$ cat src/rtl/button_counter_pkg.sv
// Shared types and sizing helpers for the button-driven counter.
package button_counter_pkg;

    typedef enum logic [1:0] {IDLE, HOLD, REPEAT} rep_state_t;

    localparam int CNT_W = 8;

    function automatic int timer_width(input int hold_cycles, input int repeat_cycles);
        int m;
        m = (hold_cycles > repeat_cycles) ? hold_cycles : repeat_cycles;
        return (m < 2) ? 1 : $clog2(m);
    endfunction

    localparam int TIMER_W = timer_width(20, 8);

endpackage

$ cat src/rtl/button_conditioner.sv
// One raw button -> synchronised, debounced, edge-detected one-cycle pulse with optional auto-repeat.
module button_conditioner
    import button_counter_pkg::*;
#(
    parameter int DEBOUNCE_CYCLES = 4,
    parameter int HOLD_CYCLES     = 20,
    parameter int REPEAT_CYCLES   = 8,
    parameter bit REPEAT_EN       = 1'b1
) (
    input  logic clk,
    input  logic rst,
    input  logic btn_i,
    output logic pulse_o
);
    localparam int DW = $clog2(DEBOUNCE_CYCLES);
    localparam int TW = timer_width(HOLD_CYCLES, REPEAT_CYCLES);

    logic [1:0]    sync_q;
    logic          s;
    logic          deb_q, deb_prev_q;
    logic [DW-1:0] dcnt_q;
    rep_state_t    state_q;
    logic [TW-1:0] tmr_q;
    logic          pulse_q;

    assign s       = sync_q[1];
    assign pulse_o = pulse_q;

    always_ff @(posedge clk or negedge rst) begin
        if (!rst) begin
            sync_q     <= '0;
            deb_q      <= 1'b0;
            deb_prev_q <= 1'b0;
            dcnt_q     <= '0;
        end else begin
            sync_q     <= {sync_q[0], btn_i};
            deb_prev_q <= deb_q;
            if (s == deb_q) begin
                dcnt_q <= '0;
            end else if (dcnt_q == DW'(DEBOUNCE_CYCLES - 1)) begin
                deb_q  <= s;
                dcnt_q <= '0;
            end else begin
                dcnt_q <= dcnt_q + DW'(1);
            end
        end
    end

    // Release always wins over a due repeat pulse.
    always_ff @(posedge clk or negedge rst) begin
        if (!rst) begin
            state_q <= IDLE;
            tmr_q   <= '0;
            pulse_q <= 1'b0;
        end else begin
            pulse_q <= 1'b0;
            case (state_q)
                IDLE: begin
                    if (deb_q && !deb_prev_q) begin
                        pulse_q <= 1'b1;
                        tmr_q   <= '0;
                        state_q <= HOLD;
                    end
                end
                HOLD: begin
                    if (!deb_q) begin
                        state_q <= IDLE;
                    end else if (REPEAT_EN) begin
                        if (tmr_q == TW'(HOLD_CYCLES - 1)) begin
                            pulse_q <= 1'b1;
                            tmr_q   <= '0;
                            state_q <= REPEAT;
                        end else begin
                            tmr_q <= tmr_q + TW'(1);
                        end
                    end
                end
                REPEAT: begin
                    if (!deb_q) begin
                        state_q <= IDLE;
                    end else if (tmr_q == TW'(REPEAT_CYCLES - 1)) begin
                        pulse_q <= 1'b1;
                        tmr_q   <= '0;
                    end else begin
                        tmr_q <= tmr_q + TW'(1);
                    end
                end
                default: state_q <= IDLE;
            endcase
        end
    end

endmodule

$ cat src/rtl/button_counter.sv
// Up/down/clear buttons drive a saturating or wrapping 8-bit count for the BCD display path.
module button_counter
    import button_counter_pkg::*;
#(
    parameter int DEBOUNCE_CYCLES = 4,
    parameter int HOLD_CYCLES     = 20,
    parameter int REPEAT_CYCLES   = 8,
    parameter int MAX_COUNT       = 255,
    parameter bit WRAP            = 1'b0
) (
    input  logic             clk,
    input  logic             rst,
    input  logic             btn_up,
    input  logic             btn_down,
    input  logic             btn_clr,
    output logic [CNT_W-1:0] count,
    output logic             at_max,
    output logic             at_min,
    output logic             step
);
    localparam logic [CNT_W-1:0] MAXV = CNT_W'(MAX_COUNT);

    logic             up_p, dn_p, clr_p;
    logic [CNT_W-1:0] count_q, count_d;
    logic             step_q;

    button_conditioner #(.DEBOUNCE_CYCLES(DEBOUNCE_CYCLES), .HOLD_CYCLES(HOLD_CYCLES),
                         .REPEAT_CYCLES(REPEAT_CYCLES), .REPEAT_EN(1'b1))
        u_up  (.clk(clk), .rst(rst), .btn_i(btn_up),   .pulse_o(up_p));
    button_conditioner #(.DEBOUNCE_CYCLES(DEBOUNCE_CYCLES), .HOLD_CYCLES(HOLD_CYCLES),
                         .REPEAT_CYCLES(REPEAT_CYCLES), .REPEAT_EN(1'b1))
        u_dn  (.clk(clk), .rst(rst), .btn_i(btn_down), .pulse_o(dn_p));
    button_conditioner #(.DEBOUNCE_CYCLES(DEBOUNCE_CYCLES), .HOLD_CYCLES(HOLD_CYCLES),
                         .REPEAT_CYCLES(REPEAT_CYCLES), .REPEAT_EN(1'b0))
        u_clr (.clk(clk), .rst(rst), .btn_i(btn_clr),  .pulse_o(clr_p));

    always_comb begin
        count_d = count_q;
        if (clr_p) begin
            count_d = '0;
        end else if (up_p && !dn_p) begin
            if (count_q == MAXV) count_d = WRAP ? '0 : MAXV;
            else                 count_d = count_q + CNT_W'(1);
        end else if (dn_p && !up_p) begin
            if (count_q == '0) count_d = WRAP ? MAXV : '0;
            else               count_d = count_q - CNT_W'(1);
        end
    end

    always_ff @(posedge clk or negedge rst) begin
        if (!rst) begin
            count_q <= '0;
            step_q  <= 1'b0;
        end else begin
            count_q <= count_d;
            step_q  <= (count_d != count_q);
        end
    end

    assign count  = count_q;
    assign at_max = (count_q == MAXV);
    assign at_min = (count_q == '0);
    assign step   = step_q;

endmodule

$ cat config.mk
export PLATFORM = sky130hd
export DESIGN_NAME = button_counter
export DESIGN_NICKNAME = d
export VERILOG_FILES = /design/src/rtl/button_counter_pkg.sv /design/src/rtl/button_conditioner.sv /design/src/rtl/button_counter.sv
export SDC_FILE = /design/constraint.sdc
export NUM_CORES = 1
export LEC_CHECK = 0
export BUFFER_PORTS_ARGS = -buffer_cell sky130_fd_sc_hd__buf_2
export CORE_UTILIZATION = 55
export DETAILED_ROUTE_END_ITERATION = 6
export GPL_ROUTABILITY_DRIVEN = 0
export PLACE_DENSITY = 0.76
export SETUP_SLACK_MARGIN = 0.2
export SKIP_LAST_GASP = 1
export SLEW_MARGIN = 20
export SYNTH_ARGS = -nofsm -noshare
export SYNTH_HDL_FRONTEND = slang
export SYNTH_SLANG_ARGS = --single-unit
$ cat constraint.sdc
create_clock -name clk -period 2.5 [get_ports clk]
set_clock_uncertainty 0.15 [all_clocks]
set_input_delay 0.25 -clock clk [delete_from_list [all_inputs] [get_ports clk]]
set_output_delay 0.25 -clock clk [all_outputs]
set_load 0.01 [all_outputs]
==> impl_metrics.ini <==
[run_status]
status = finished, final reports clean

[sta]
setup_violations = 0
post-route-period-util_pct = 93.4
max_freq_mhz = 428
worst_pin_slew_ns = 0.527
rsz0062_at_grt = true
fin_hold_ws_ns = 0.178
slew_viol_final = 0
finalCriticalPeriod_ns = 2.33
hold_violations = 0
setup_slack_ns = 0.166
totalNegativeSetupSlack_ns = 0
max_slew_margin_pct = 64.8

[synth]
synth-main-ff-cell = dfrtp_1
synth_top_cell_area_share_pct = 41.8
yosys_warnings = 0
ys_async_sr_fraction_pct = 100
syn_inst = 286
synth_edf_count = 0
synth.area.top_cells = dfrtp_1 (42%), ha_1 (7.0%), a21oi_1 (3.9%)
synthDistinctLibCells = 55
ys_ff_latch = 45
yosysTopAreaCell = dfrtp_1
syn-num-nets = 306
synth_area_per_cell_um2 = 9.42
netlist_area_um2 = 2690
ys_seq_area_share_pct = 41.8

[clock_network]
tritoncts = built
clock_sinks = 45
clk_pin_slew_ns = 0.09
cts.path.max_buffers = 2
clock_latency_ns = 0.30
cts_root_buf = clkbuf_8
cts_made_buffers = 5
cts-htree-levels = 2

[placement]
dpl.hpwl_um = 4030
dp.cells = 373
place_worst_setup_slack_ns = 0.0689
portBuffers = 15

[job]
max-cap-violations = 0

[setup_path]
arrival_ns = 2.37
cp-start-kind = register
required_ns = 2.53
critPathKind = register to register
critPathMaxFanout = 5
crit_path_end_kind = register

[floorplan]
rows = 25
die_w_um = 72.0
io_pins = 16
coreArea_um2 = 4720
die_area_um2 = 5180
initial_utilization_pct = 57.0
fp.dieH_um = 72.0

[routing]
wire_per_inst_um = 14.2
wl_um = 5480
dr.first_iter.drc_count = 270
dr.pass1.iters = 4
num_vias = 2280
vias_per_cell = 5.89
drcViolationCount = 0
drtAntennaViolNets = 0

[layout]
final_cell_mix = dfrtp_1 (43), nand2_1 (23), a21oi_1 (21), o21ai_0 (17), buf_4 (17)
fin_util_pct = 66.3
final_nets = 339
insertedDiodeCount = 0
final_common_cell = dfrtp_1
area_growth_pct = 16.2
regArea_um2 = 1130
multi_input_area_um2 = 1500
nFillCells = 388
fin_cells = 387
drive_gt1_share_pct = 18.8

[global_route]
grt_pass1_wl_um = 9190
gr-total-overflow = 0
grtUsageTotal_pct = 22.8
grt_pass1_vias = 2016
antenna_found_initial = 0
grt_start_max_net_pins = 20

[pwr]
p_per_area_nw_per_um2 = 1200
ir_drop_v = 0.000566
power_leakage_nw = 1.38

[hold_path]
min_path_type = primary input to async pin
[path summary, 6_finish.rpt]
kind                                             end  cells after the start                       from  slack [ns]
setup / recovery                      step$_DFF_PN0_                      8         count[0]$_DFF_PN0_        0.17
hold / removal             u_dn.tmr_q[3]$_DFFE_PN0P_                      2                        rst        0.18
setup reg to reg                      step$_DFF_PN0_                      8         count[0]$_DFF_PN0_        0.17
hold reg to reg            u_clr.sync_q[1]$_DFF_PN0_                      0  u_clr.sync_q[0]$_DFF_PN0_        0.21
max in group asynchronous  u_up.tmr_q[0]$_DFFE_PN0P_                      3                        rst        1.49
min in group clk           u_clr.sync_q[1]$_DFF_PN0_                      0  u_clr.sync_q[0]$_DFF_PN0_        0.21
[layer usage]
layer  global-route usage, %  up-vias  part of all wire (%)  routed length [um]
met5                       0        -                     0                   0
li1                        -     1106                     -                   -
met2                    36.6       89                    47                2590
met1                    30.4     1071                    45                2460
met3                    4.17       14                   6.1                 333
met4                    10.0        0                   1.9                 102
[timing repair]
item | CTS | global route
endpoints found under the setup margin | 1 | 3
pin swaps | 4 | 2
resized for setup | 3 | 5
hold endpoints to repair | 48 | 0
hold buffers | 4 | 0
buffers inserted | 1 | 1
[synth_stat cells (5+ instances only)]
cell / count
nor3b_1: 5
o21ai_0: 20
nor2b_1: 14
inv_1: 13
nor3_1: 14
a21o_1: 7
ha_1: 15
nand3_1: 11
nand2b_1: 6
a211oi_1: 6
nor2_1: 10
nand2_1: 23
a21oi_1: 21
dfrtp_1: 45
[through the flow]
| stage | instance area, um^2 | total power [mW] |
|---|---|---|
| 3_5_place_dp | 2920 | 3.08 |
| 4_1_cts | 3120 | 3.73 |
| 5_1_grt | 3130 | 4.04 |
| 3_3_place_gp | 2920 | 3.05 |
| 2_1_floorplan | 2710 | 2.54 |
| 6_report | 3130 | 3.77 |
[worst max-delay path: stages, from the launching register on]
cell and delay, ns:
dfrtp_2 0.40, inv_2 0.06, ha_4 0.18, nor3b_2 0.16, and3_1 0.15, or4_4 0.48, mux2i_1 0.16, o311ai_1 0.11
or3_1 0.36
[logic make-up (layout without fill, tap and decap cells)]
| logic type | count (synthesis) | count (layout) | synth area share (%) |
|---|---|---|---|
| compound gates | 85 | 85 | 21.0 |
| xor+xnor | 6 | 6 | 1.95 |
| fa+ha+maj | 15 | 15 | 6.97 |
| buf+inv | 23 | 57 | 3.95 |
| flops | 45 | 45 | 41.8 |
| mux | 5 | 5 | 2.00 |
| simple gates | 107 | 107 | 22.3 |
[flip-flops by register name, indices dropped and copies added (netlist names), 2 cells and up]
register	count
count	8
u_dn.tmr_q	5
u_up.tmr_q	5
u_clr.dcnt_q	2
u_clr.sync_q	2
u_dn.dcnt_q	2
u_dn.state_q	2
u_dn.sync_q	2
u_up.dcnt_q	2
u_up.state_q	2
u_up.sync_q	2
[power breakdown]
part,leakage (nW),internal (mW),switching (mW),total [mW]
combinational,0.746,0.904,1.09,2.00
sequential,0.574,0.955,0.228,1.18
clock,0.0633,0.332,0.255,0.587
[area by class of cell]
cell class,instances,share of cell area (%)
clock inverters,2,1.32
clock buffers,6,2.64
flip-flops and latches,45,36.1
multi-input cells,218,48.0
repair buffers,36,7.75
inverters,13,1.56
well taps,67,2.68
Power figures use the tool's default switching activity.
